File: src/rtl/param_sync_fifo.sv
// param_sync_fifo: parametrised single-clock FIFO with occupancy count and sticky errors.
// Define PARAM_SYNC_FIFO_FWFT_EN for first-word-fall-through reads.
module param_sync_fifo #(
    parameter int DW        = 8,
    parameter int AW        = 4,
    parameter int AFULL_TH  = 1,
    parameter int AEMPTY_TH = 1
) (
    input  logic          clk,
    input  logic          rstn,
    input  logic          clr,
    input  logic          push,
    input  logic          pop,
    input  logic [DW-1:0] din,
    output logic [DW-1:0] dout,
    output logic          rd_valid,
    output logic [AW:0]   count,
    output logic          full,
    output logic          empty,
    output logic          a_full,
    output logic          a_empty,
    output logic          ovf,
    output logic          udf
);

    localparam int DEPTH = 1 << AW;
    localparam logic [AW:0] CNT_MAX = (AW+1)'(DEPTH);
    localparam logic [AW:0] AF_LVL  = (AW+1)'(DEPTH - AFULL_TH);
    localparam logic [AW:0] AE_LVL  = (AW+1)'(AEMPTY_TH);

    logic [DW-1:0] mem [DEPTH];
    logic [AW-1:0] wr_ptr;
    logic [AW-1:0] rd_ptr;
    logic [AW:0]   cnt_next;
    logic          rd_ok;
    logic          wr_ok;

    always_comb begin
        full    = (count == CNT_MAX);
        empty   = (count == '0);
        a_full  = (count >= AF_LVL);
        a_empty = (count <= AE_LVL);
    end

    // A pop on a full FIFO frees the slot the simultaneous push lands in.
    assign rd_ok = pop & ~empty;
    assign wr_ok = push & (~full | rd_ok);

    always_comb begin
        cnt_next = count;
        unique case ({wr_ok, rd_ok})
            2'b10:   cnt_next = count + 1'b1;
            2'b01:   cnt_next = count - 1'b1;
            default: cnt_next = count;
        endcase
    end

    always_ff @(posedge clk) begin
        if (!rstn && !clr && wr_ok)
            mem[wr_ptr] <= din;
    end

    always_ff @(posedge clk or posedge rstn) begin
        if (rstn) begin
            wr_ptr <= '0;
            rd_ptr <= '0;
            count  <= '0;
            ovf    <= 1'b0;
            udf    <= 1'b0;
        end else if (clr) begin
            wr_ptr <= '0;
            rd_ptr <= '0;
            count  <= '0;
            ovf    <= 1'b0;
            udf    <= 1'b0;
        end else begin
            if (wr_ok)
                wr_ptr <= wr_ptr + 1'b1;
            if (rd_ok)
                rd_ptr <= rd_ptr + 1'b1;
            count <= cnt_next;
            if (push && !wr_ok)
                ovf <= 1'b1;
            if (pop && !rd_ok)
                udf <= 1'b1;
        end
    end

`ifdef PARAM_SYNC_FIFO_FWFT_EN
    assign dout     = empty ? '0 : mem[rd_ptr];
    assign rd_valid = ~empty;
`else
    logic [DW-1:0] dout_q;
    logic          rv_q;

    always_ff @(posedge clk or posedge rstn) begin
        if (rstn) begin
            dout_q <= '0;
            rv_q   <= 1'b0;
        end else if (clr) begin
            dout_q <= '0;
            rv_q   <= 1'b0;
        end else begin
            rv_q <= rd_ok;
            if (rd_ok)
                dout_q <= mem[rd_ptr];
        end
    end

    assign dout     = dout_q;
    assign rd_valid = rv_q;
`endif

endmodule

File: config.mk
export PLATFORM = sky130hd
export DESIGN_NAME = param_sync_fifo
export DESIGN_NICKNAME = d
export VERILOG_FILES = /design/src/rtl/param_sync_fifo.sv
export SDC_FILE = /design/constraint.sdc
export NUM_CORES = 1
export LEC_CHECK = 0
export BUFFER_PORTS_ARGS = -buffer_cell sky130_fd_sc_hd__buf_2
export CELL_PAD_IN_SITES_DETAIL_PLACEMENT = 0
export CELL_PAD_IN_SITES_GLOBAL_PLACEMENT = 1
export CORE_UTILIZATION = 56
export CTS_CLUSTER_SIZE = 20
export DETAILED_ROUTE_END_ITERATION = 10
export HOLD_SLACK_MARGIN = 0.06
export PLACE_DENSITY_LB_ADDON = 0.2
export SLEW_MARGIN = 20
export SYNTH_ARGS = -nofsm -noshare
export SYNTH_HDL_FRONTEND = slang
export SYNTH_SLANG_ARGS = --single-unit
File: constraint.sdc
create_clock -name clk -period 6.3 [get_ports clk]
set_input_delay 1.89 -clock clk [delete_from_list [all_inputs] [get_ports clk]]
set_output_delay 1.89 -clock clk [all_outputs]
set_load 0.05 [all_outputs]
==> flow_summary.yaml <==
run_status:
  status: "completed"
worst_setup_path:
  crit_start: "count[1]"
  crit_chain: "inv_1, ha_1, or4b_4, inv_2, buf_2"
  rr_startpoint: "count[0]"
  cp_slowest_cell: "or4b_4"
  worst_setup_path_start_kind: "flip-flop"
  endpoint_kind: "output pin"
  critPathKind: "reg -> out"
  worst_ep_arrival_time_ns: 2.25
  reg2reg_setup_slack_ns: 3.25
  crit_required_ns: 4.41
  max_stage_delay_ns: 0.51
  worstPathMaxFanout: 8
yosys:
  synth_cells: 350
  yosysUniqueCellTypes: 42
  yosysSeqAreaShare_pct: 70.6
  synth_area_leader_cell: "edfxtp_1"
  synthTopCellsByArea: "edfxtp_1 61%, mux4_2 11%, dfrtp_1 9.5%, mux2i_1 2.7%, ha_1 2.0%"
  yosys_warnings: 0
  synthesis.nets: 373
  ys_seq_elements: 152
  netlist_area_um2: 6300
  syn_area_per_cell_um2: 18.0
  synth_top_area_share_pct: 61.0
clocking:
  clkTransAtPathRegs_ns: 0.06
  cts_sinks: 152
  cts_setup_buffers: 0
  cts_hold_buf: 0
  cts_tree: "done"
  h-tree-depth: 4
  cts_resized: 0
  cts.path.max_buffers: 2
  cts_buffers: 17
  clock-root-buffer: "clkbuf_8"
  insertion_delay_ns: 0.53
run:
  cap_violations: 0
sta:
  finalSetupTns_ns: 0
  fin_crit_sh_pct: 65.8
  setup_viol: 0
  max-slew-margin-rel_pct: 25.1
  fmax_mhz: 241
  period_minus_slack_ns: 4.14
  finalClockSkew_ns: 0.00843
  final_hold_viol_count: 0
  slew_violations: 0
  grt_setup_unrepaired: "false"
  worstMarginPinSlew_ns: 1.12
min_path:
  worstHoldStart: "ovf"
  hold_path.class: "reg -> reg"
routing:
  avgViaCountPerCell: 6.06
  vias: 3249
  wire_per_inst_um: 23.2
  first_pass_iters: 5
  ant_nets: 0
  routed_wl_um: 12400
  drc: 0
  drt_iter0_drc: 298
power_and_ir_drop:
  p_total_mw: 2.65
  leakagePower_nw: 2.43
  vdd_drop_max_mv: 0.381
  comb_power_share_pct: 16.9
  power_frac_seq_pct: 45.0
  p_per_area_nw_per_um2: 370
  p_sw_mw: 0.774
  netSwitchingFraction_pct: 29.2
  p_int_mw: 1.87
  p_clk_share_pct: 38.2
floorplanning:
  die_w_um: 108
  rows: 38
  start_util_pct: 57.8
  ios: 33
  die_area_um2: 11700
  die-height_um: 108
  core-area_um2: 10900
cells_and_area:
  nets: 406
  area_growth_syn_to_layout_pct: 13.5
  antenna_cells: 0
  finalInstanceArea_um2: 7150
  stdcell_count: 536
  layout-drive-gt1-share_pct: 27.8
global_routing:
  grt-ovfl-total: 0
  grt_max_degree: 35
  grt_usage_pct: 24.3
  grt_antenna_before_repair: 0
  grt_first_pass_wirelength_um: 19400
  grt_pass1_vias: 3317
placed_design:
  dpl.cell_count: 504
  hpwl_um: 7910
  io_buffers: 32
  place_area_um2: 6550
  place_congestion: 0.813
[metrics by stage]
step	util, %	hold slack, ns	setup slack [ns]
after floorplan	-	0.563	2.61
after global placement	60.2	0.474	2.16
after detailed placement	60.2	0.478	2.02
after CTS	65.6	0.494	2.13
after global routing	65.7	0.535	2.02
final	65.7	0.487	2.16
[layer usage]
| layer | vias to the layer above | wire length, µm | track usage, % | share of wire (%) |
|---|---|---|---|---|
| li1 | 1450 | - | - | - |
| met1 | 1644 | 5690 | 35.7 | 46 |
| met2 | 138 | 5580 | 33.6 | 45 |
| met3 | 17 | 890 | 6.99 | 7.2 |
| met4 | 0 | 275 | 11.2 | 2.2 |
| met5 | - | 0 | 0 | 0 |
[cell usage after synthesis (all sizes together)]
cell type  instances
nand2b             3
or3b               1
a2111oi            1
or3                2
nand2              9
edfxtp           128
xor2               2
nor3               9
nor2              26
buf               12
o21ai              2
clkbuf             8
inv               11
ha                10
xnor2              3
and3               1
nand3              5
a211oi             3
o211a              1
dfrtp             24
a22oi              1
mux2i             17
a21o               1
mux2               1
o21a               2
nand4bb            1
o211ai             1
nor2b              2
a21oi              7
a32oi              2
and2b              1
nand4              3
nand3b             9
o221ai             8
or4b               1
mux4              32
[sequential cells by signal, summed over array words and instances (netlist names)]
signal    cells
mem         128
dout          8
count         5
rd_ptr        4
wr_ptr        4
ovf           1
rd_valid      1
udf           1
[cell families after synthesis]
logic type               after synthesis  share of synthesized area (%)
AO/OA/AOI/OAI                         29                           3.95
XOR/XNOR                               5                          0.695
adder cells (fa/ha/maj)               10                           1.99
buffers and inverters                 31                           2.24
flip-flops                           152                           70.6
multiplexers                          50                           14.4
AND/OR/NAND/NOR                       73                           6.18
[cells in the final DEF (no fill, tap or decap), types with 4 or more instances in the layout]
| cell type | netlist | final |
|---|---|---|
| edfxtp_1 | 128 | 128 |
| mux4_2 | 32 | 32 |
| buf_2 | 8 | 32 |
| nor2_1 | 25 | 25 |
| dfrtp_1 | 24 | 23 |
| mux2i_1 | 17 | 17 |
| clkbuf_16 | 0 | 16 |
| ha_1 | 10 | 10 |
| nand2_1 | 9 | 9 |
| inv_1 | 9 | 9 |
| nand3b_1 | 8 | 8 |
| o221ai_1 | 8 | 8 |
| a21oi_1 | 7 | 7 |
| nor3_1 | 9 | 7 |
| nand3_1 | 5 | 5 |
| inv_6 | 0 | 4 |
[power groups by stage]
stage	logic [mW]	registers, mW	clock network [mW]
floorplan	0.264	1.28	0
global placement	0.443	1.21	0
detailed placement	0.449	1.21	0
CTS	0.449	1.19	1.02
global route	0.480	1.20	1.07
finish	0.447	1.19	1.01
[area by class of cell]
class	count	area, µm²
timing repair buffer	34	175
fill	763	3740
clock buffer	18	418
sequential	152	4450
inverter	11	41.3
multi-input combinational	167	1720
tap	140	175
clock inverter	14	171
[worst max-delay path, delay by kind of cell, from the launching register on]
kind	cells	cell delay, ns
buffers and inverters	3	0.54
AND/OR/NAND/NOR	1	0.51
flip-flops	1	0.47
adder cells (fa/ha/maj)	1	0.20
[path summary, 6_finish.rpt]
path / end / depth (start not counted)
worst min-delay path: ovf / 2
min in group asynchronous: count[2] / 2
worst max-delay path: empty / 5
max in group asynchronous: rd_ptr[2] / 2
worst min register to register: ovf / 2
worst max register to register: mem[0][3] / 7
Power figures use the tool's default switching activity.
